--- src/rtl/dmem_if.sv ---
// Load/store request and response bus between the pipeline and the
// data-memory responder.
interface dmem_if;
  logic        req_valid;
  logic        req_we;
  logic [31:0] req_addr;
  logic [31:0] req_wdata;
  logic        req_ready;
  logic        resp_valid;
  logic        resp_ready;
  logic [31:0] resp_rdata;
  logic        resp_err;

  modport master (
    output req_valid, req_we, req_addr, req_wdata, resp_ready,
    input  req_ready, resp_valid, resp_rdata, resp_err
  );

  modport slave (
    input  req_valid, req_we, req_addr, req_wdata, resp_ready,
    output req_ready, resp_valid, resp_rdata, resp_err
  );
endinterface

--- src/rtl/dmem_responder.sv ---
// Word-addressed data memory that answers one load/store at a time
// after a fixed number of wait cycles.
module dmem_responder #(
  parameter int DEPTH       = 64,
  parameter int LATENCY     = 2,
  parameter int INIT_OFFSET = 2
) (
  input  logic        clk,
  input  logic        reset,
  dmem_if.slave       bus,
  output logic [15:0] txn_count
);

  localparam int AW  = (DEPTH > 1) ? $clog2(DEPTH) : 1;
  localparam int LM1 = (LATENCY > 0) ? LATENCY - 1 : 0;

  typedef enum logic [1:0] {IDLE, WAIT, RESP} state_e;

  state_e      state_q, state_d;
  logic [3:0]  cnt_q, cnt_d;
  logic        we_q, we_d;
  logic [31:0] addr_q, addr_d;
  logic [31:0] wdata_q, wdata_d;
  logic [31:0] rdata_q, rdata_d;
  logic        err_q, err_d;
  logic [15:0] txn_q, txn_d;
  logic [31:0] mem_q [DEPTH];

  logic          accept;
  logic          done;
  logic          enter_resp;
  logic          c_we;
  logic [31:0]   c_addr;
  logic [31:0]   c_wdata;
  logic          c_inr;
  logic [AW-1:0] c_idx;
  logic          wr_en;

  // State, wait counter, captured request and response registers
  always_ff @(posedge clk) begin
    if (!reset) begin
      state_q <= IDLE;
      cnt_q   <= '0;
      we_q    <= 1'b0;
      addr_q  <= '0;
      wdata_q <= '0;
      rdata_q <= '0;
      err_q   <= 1'b0;
      txn_q   <= '0;
    end else begin
      state_q <= state_d;
      cnt_q   <= cnt_d;
      we_q    <= we_d;
      addr_q  <= addr_d;
      wdata_q <= wdata_d;
      rdata_q <= rdata_d;
      err_q   <= err_d;
      txn_q   <= txn_d;
    end
  end

  // Memory array: reset pattern, store commit on entry to RESP
  always_ff @(posedge clk) begin
    if (!reset) begin
      for (int i = 0; i < DEPTH; i++) begin
        mem_q[i] <= 32'(i + INIT_OFFSET);
      end
    end else if (wr_en) begin
      mem_q[c_idx] <= c_wdata;
    end
  end

  // Next-state logic and wait counter sequencing
  always_comb begin
    state_d    = state_q;
    cnt_d      = cnt_q;
    enter_resp = 1'b0;
    accept     = (state_q == IDLE) && bus.req_valid;
    done       = (state_q == RESP) && bus.resp_ready;
    unique case (state_q)
      IDLE: begin
        if (accept) begin
          if (LATENCY == 0) begin
            state_d    = RESP;
            enter_resp = 1'b1;
          end else begin
            state_d = WAIT;
            cnt_d   = 4'(LM1);
          end
        end
      end
      WAIT: begin
        if (cnt_q == 4'd0) begin
          state_d    = RESP;
          enter_resp = 1'b1;
        end else begin
          cnt_d = cnt_q - 4'd1;
        end
      end
      RESP: begin
        if (done) state_d = IDLE;
      end
      default: state_d = IDLE;
    endcase
  end

  // Request capture, memory access and response data
  always_comb begin
    we_d    = we_q;
    addr_d  = addr_q;
    wdata_d = wdata_q;
    if (accept) begin
      we_d    = bus.req_we;
      addr_d  = bus.req_addr;
      wdata_d = bus.req_wdata;
    end
    // zero-latency builds enter RESP on the accept edge itself
    if (state_q == IDLE) begin
      c_we    = bus.req_we;
      c_addr  = bus.req_addr;
      c_wdata = bus.req_wdata;
    end else begin
      c_we    = we_q;
      c_addr  = addr_q;
      c_wdata = wdata_q;
    end
    c_inr   = c_addr < 32'(DEPTH);
    c_idx   = c_addr[AW-1:0];
    wr_en   = enter_resp && c_we && c_inr;
    rdata_d = rdata_q;
    err_d   = err_q;
    if (enter_resp) begin
      err_d   = !c_inr;
      rdata_d = (!c_we && c_inr) ? mem_q[c_idx] : 32'd0;
    end
    txn_d = done ? txn_q + 16'd1 : txn_q;
  end

  // Bus outputs decoded from state and response registers
  always_comb begin
    bus.req_ready  = (state_q == IDLE);
    bus.resp_valid = (state_q == RESP);
    bus.resp_rdata = rdata_q;
    bus.resp_err   = err_q;
    txn_count      = txn_q;
  end

endmodule

--- src/flat_wrapper.sv ---
// flat-port wrapper written by rule: the top's interface ports become plain ports
module dmem_responder_flat 
#(
  parameter int DEPTH       = 64,
  parameter int LATENCY     = 2,
  parameter int INIT_OFFSET = 2
)
  (clk, reset, txn_count, bus_req_valid, bus_req_we, bus_req_addr, bus_req_wdata, bus_resp_ready, bus_req_ready, bus_resp_valid, bus_resp_rdata, bus_resp_err);
  dmem_if bus_i ();
  input  logic clk;
  input  logic reset;
  output logic [15:0] txn_count;
  input wire logic [$bits(bus_i.req_valid)-1:0] bus_req_valid;
  input wire logic [$bits(bus_i.req_we)-1:0] bus_req_we;
  input wire logic [$bits(bus_i.req_addr)-1:0] bus_req_addr;
  input wire logic [$bits(bus_i.req_wdata)-1:0] bus_req_wdata;
  input wire logic [$bits(bus_i.resp_ready)-1:0] bus_resp_ready;
  output wire logic [$bits(bus_i.req_ready)-1:0] bus_req_ready;
  output wire logic [$bits(bus_i.resp_valid)-1:0] bus_resp_valid;
  output wire logic [$bits(bus_i.resp_rdata)-1:0] bus_resp_rdata;
  output wire logic [$bits(bus_i.resp_err)-1:0] bus_resp_err;
  assign bus_i.req_valid = bus_req_valid;
  assign bus_i.req_we = bus_req_we;
  assign bus_i.req_addr = bus_req_addr;
  assign bus_i.req_wdata = bus_req_wdata;
  assign bus_i.resp_ready = bus_resp_ready;
  assign bus_req_ready = bus_i.req_ready;
  assign bus_resp_valid = bus_i.resp_valid;
  assign bus_resp_rdata = bus_i.resp_rdata;
  assign bus_resp_err = bus_i.resp_err;
  dmem_responder #(.DEPTH(DEPTH), .LATENCY(LATENCY), .INIT_OFFSET(INIT_OFFSET)) u_core (.clk(clk), .reset(reset), .bus(bus_i), .txn_count(txn_count));
endmodule
--- config.mk ---
export PLATFORM = sky130hd
export DESIGN_NAME = dmem_responder_flat
export DESIGN_NICKNAME = d
export VERILOG_FILES = /design/src/rtl/dmem_if.sv /design/src/rtl/dmem_responder.sv /design/src/flat_wrapper.sv
export SDC_FILE = /design/constraint.sdc
export NUM_CORES = 2
export LEC_CHECK = 0
export CAP_MARGIN = 20
export CORE_UTILIZATION = 35
export DETAILED_ROUTE_END_ITERATION = 7
export PLACE_DENSITY = 0.6
export SLEW_MARGIN = 5
export SYNTH_ARGS = -nofsm -noshare
export SYNTH_HDL_FRONTEND = slang
export SYNTH_SLANG_ARGS = --single-unit
--- constraint.sdc ---
create_clock -name clk -period 4.05 [get_ports clk]
set_clock_uncertainty 0.15 [all_clocks]
set_input_delay 0.81 -clock clk [delete_from_list [all_inputs] [get_ports clk]]
set_output_delay 0.81 -clock clk [all_outputs]
set_load 0.02 [all_outputs]
Word level (Yosys, flattened, before mapping). Memory sizes are Yosys's and may differ from the RTL's. Index checks and enable logic that the tools add are counted. W data, S select, Z words.

Register bits after elaboration: 120. Bits in writable memories: 2048. Input port bits: 69. Memories: 1.

$add $sub $neg: 2. $lt $le $gt $ge: 1. Eq/ne operators: 6. Muxes and demuxes: 20. Reductions and logical operators: 13.

Memories: u_core.mem_q (words 64, bits a word 32, read ports 1, clocked after memory_dff 0, wr ports 64, RTL line dmem_responder.sv:27) `logic [31:0] mem_q [DEPTH];`.

Operators by type and width (number): $mux W32 (4); $lt A32 B7 Y1 const B (1); $reduce_or A32 Y1 (1); $add A16 B1 Y16 const B (1); $mux W1 (8); $mux W4 (2); $pmux W4 S2 (1); $mux W2 (3); $mux W6 (1); $ne A2 B1 Y1 const B (3); $pmux W2 S3 (1); $reduce_and A3 Y1 (2); $logic_and A1 B1 Y1 (5); $logic_not A4 Y1 (1); $sub A4 B1 Y4 const B (1); $eq A2 B1 Y1 const B (1); $eq A2 B2 Y1 const B (1); $logic_not A1 Y1 (2); $logic_not A2 Y1 (1); $ne A2 B2 Y1 const B (1); $reduce_bool A2 Y1 (1).

Logic depth before layout (Yosys ltp).
Depth in word-level cells: 10. Gate-level depth with buffers: 14.

Least setup slack after synthesis. OpenSTA, ideal clock, no wires.

Path type: in2reg. Start: input port bus_req_addr[7]. End: memory u_core.mem_q[55][0] (enable). Library setup time: 389 ps. Data arrival time: 3701 ps. Required time: 3511 ps. Setup slack: -190 ps. Stages: 11. Path buffers: 3. Path through: or4_1 nor4_2 nand4_1 a2111oi_4 nand3b_1 buf_6 nor2_4 nand2_1 buf_2 buf_6 nand2_1.

RTL lines: from (decl) (RTL line flat_wrapper.sv:15) `input wire logic [$bits(bus_i.req_addr)-1:0] bus_req_addr;`; to (decl) (RTL line dmem_responder.sv:27).

Worst setup path in the final report.
Start: input port bus_req_addr[2]. End: register u_core.rdata_q[2], in the netlist u_core.bus.resp_rdata[2].

Cells in the longest elaborated chain, start to end: 4. Elaborated cells between the ends (all ways): 5.

Ends and longest elaborated chain: $mux W32 (*) (RTL line dmem_responder.sv:118) `if (state_q == IDLE) begin`; $lt A32 B7 Y1 (RTL line dmem_responder.sv:127) `c_inr = c_addr < 32'(DEPTH);`; $logic_and A1 B1 Y1 (RTL line dmem_responder.sv:134) `rdata_d = (!c_we && c_inr) ? mem_q[c_idx] : 32'd0;`; $mux W32 (*) (RTL line dmem_responder.sv:134); to (signal assigned) (RTL line dmem_responder.sv:56) `rdata_q <= rdata_d;`; to (decl) (RTL line dmem_responder.sv:24) `logic [31:0] rdata_q, rdata_d;`.

Every way passes the cells marked *; elsewhere a longest branch is shown, timed or not. A chain may end at the register's enable or synchronous reset.

==> reports/metrics.csv <==
metric;value;unit
postCtsHoldBufs;0;
report.final.slew_viol_count;0;
place_congestion;1.00;
finalNonFillerCells;12214;
p_leak;40.0;nW
rows;186;
hpwl;256000;microns
reg2reg_depth;10;
area_growth;23.9;%
antenna_found_initial;27;
final_cell_mix;nor2_1, edfxtp_1, nand2_1;
grt_max_degree;85;
relSlewSlack;25.0;%
cp-end-kind;flop;
first_global_vias;69914;
final-setup-viol-count;1;
met2_usage;42.0;%
drt_wl_total;389000;microns
firstDrtPassIters;8;
worstSetupPathType;primary input to flop;
start_util;35.3;%
ys_ff_latch;2168;
synthTopCellsByArea;edfxtp_1, nor2_1, nand2_1;
drc;2;
hold-path-endpoint;u_core.state_q[1]$_SDFFE_PN0P_;
hold_viol_final;0;
layout_min_cycle_time;4080;ps
synth_area_per_cell;11.4;sq um
placed_area;0.105;sq mm
synth_flop_cell;edfxtp_1;
via_count;74018;
postLayoutSetupSlackWorst;-33.2;ps
drt_iter0_drc;12693;
r2r_end;u_core.mem_q[60][1]$_SDFFCE_PN1P_;
cts_tree;done;
viasPerCell;6.06;
synth_edf_count;2048;
fin_crit_sh;101;%
die_x;512;microns
clk_latency;910;ps
global_route.usage.met1;36.7;%
synthCells;7963;
status;complete, but fails checks;
fp.dieH;512;microns
core-area;0.258;sq mm
violations;DRC, setup timing;
hold_class;primary input to flop;
reg2reg_setup_slack;10;ps
grt_use_total;28.9;%
r2r-start;u_core.addr_q[2]$_SDFFE_PN0P_;
min_path_cells;2;
met3_usage;9.36;%
async_reset_ff_share;0;%
required;4730;ps
finalSetupTns;-33.2;ps
cts_buffers;221;
tightest_slew;1100;ps
syn_area;0.0910;sq mm
busiest_layer;met2;
worstPathArrival;4760;ps
wl_per_cell;31.9;microns
root_buffer;clkbuf_16;
ant_nets;0;
clock-sinks;2168;
drive_gt1_share;17.6;%
rsz0062_at_grt;no;
layout_commonest_cell;nor2_1;
ir_worst_vdd;0.515;mV
n_fill_cell;23489;
port_buffers;119;
synthesis.nets;8034;
fin_area;0.113;sq mm
ys_seq_area_share;70.2;%
path_max_fanout;8;
dp.cells;11789;
cts_max_path_buffers;3;
yosysWarningCount;0;
hold_start;reset;
start_kind;primary input;
grt_pass1_wl;536000;microns
drv_cap;0;
yosys.area.top_type;edfxtp_1;
io_pins;120;
htreeDepth;4;
ys_types;72;
place_ws;-836;ps
synth_top_area_share;67.6;%
die_area;0.262;sq mm
grt.overflow.total;0;
powerDensity;492;mW/mm^2
clk_pin_slew;60;ps
max_freq;0.245;GHz
nets;8703;
finalHoldWorstSlack;112;ps
area by class of cell:
type	instances	area (sq um)	area share (%)
clock inverters	148	1480	1.31
well taps	3384	4230	3.75
diodes	7	17.5	0.0155
clock buffers	266	5760	5.11
multi-input cells	5045	24700	21.9
inverters	14	55.1	0.0488
flip-flops and latches	2168	63900	56.7
repair buffers	1182	12600	11.2
stage by stage:
stage                     total power, mW  utilization (%)
after global placement               34.5             40.9
final                                55.4             43.8
after floorplan                      29.2                -
after detailed placement             34.6             40.9
after global routing                 56.3             43.8
after CTS                            55.1             43.7
what timing repair did:
item | 4_1_cts | 5_1_grt
resized for setup | 5 | 17
pin swaps | 1 | 1
cloned | 0 | 1
endpoints found under the setup margin | 5 | 108
buffers inserted | 3 | 0
worst max-delay path, stage by stage:
cell,delay [ps]
clkdlybuf4s50_1,590
buf_4,160
or3b_1,400
nand2_4,290
buf_4,290
buf_4,270
a21oi_1,120
a211o_1,320
nor4_1,460
buf_4,230
o22ai_1,110
nor4_1,330
buf_4,230
a22o_1,130
where the power goes:
part / internal (mW) / total, mW / leakage, nW / switching, mW
Clock: 11.7 / 20.9 / 3.54 / 9.12
Combinational: 2.90 / 9.19 / 15.0 / 6.30
Sequential: 25.1 / 25.4 / 21.4 / 0.265
Total: 39.7 / 55.4 / 40.0 / 15.7
worst max path at each step:
stage	slack, ps	startpoint	end	cells past startpoint
floorplan	110	bus_req_addr[7]	u_core.mem_q[55][0]$_SDFFCE_PN1P_	11
global placement	-1700	bus_req_addr[2]	u_core.bus.resp_rdata[13]$_SDFFE_PN0P_	14
detailed placement	-840	bus_req_addr[2]	u_core.bus.resp_rdata[13]$_SDFFE_PN0P_	15
CTS	6	u_core.state_q[1]$_SDFFE_PN0P_	u_core.bus.resp_rdata[24]$_SDFFE_PN0P_	15
global route	4	u_core.state_q[1]$_SDFFE_PN0P_	u_core.mem_q[38][20]$_SDFFCE_PN0P_	13
finish	-30	bus_req_addr[2]	u_core.bus.resp_rdata[2]$_SDFFE_PN0P_	14
layer usage:
layer	wire length, microns	up-vias	part of all wire, %
li1	-	29902	-
met1	136000	36740	35
met2	164000	6123	42
met3	58300	1225	15
met4	30900	28	8.0
met5	169	-	0.043
cell families (layout without fill, tap and decap cells):
kind of cell,count (synthesis),in the layout,synth area share [%]
other,0,7,0
AOI/OAI and AO/OA,1360,1360,9.31
buffers and inverters,750,1610,3.49
xor gates and xnor gates,14,14,0.135
DFF,2168,2168,70.2
adders and majority gates,2,2,0.0275
and+or+nand+nor,3582,3582,15.8
muxes,87,87,0.969
synthesized netlist by cell type (6+ instances only):
library cell and instances:
a211oi_1 30, a21boi_0 8, a21oi_1 503, a221oi_1 11, a22o_1 31, a22oi_1 54, a22oi_2 6, a31oi_1 64
a32o_1 11, a32oi_1 37, and2_1 6, and3_1 18, buf_1 57, buf_2 188, buf_6 15, clkbuf_1 473
dfxtp_1 120, edfxtp_1 2048, inv_1 14, mux2i_1 82, nand2_1 1029, nand2_2 9, nand2b_1 9, nand3_1 114
nand4_1 11, nor2_1 2129, nor2_8 6, nor2b_1 7, nor3_1 84, nor4_1 116, o2111ai_1 6, o21ai_0 23
o221ai_1 23, o22a_1 9, o22ai_1 490, o31ai_1 8, o41ai_1 11, or3_1 11, or4_1 17, xor2_1 9
registers in the layout, indices dropped and copies added (netlist names):
register and flops:
u_core.addr_q 32, u_core.we_q 1, u_core.cnt_q 4, u_core.bus.resp_err 1
u_core.bus.resp_rdata 32, u_core.txn_count 16, u_core.state_q 2, u_core.mem_q 2048
u_core.wdata_q 32
No activity file was read; power rests on OpenSTA's default activity.
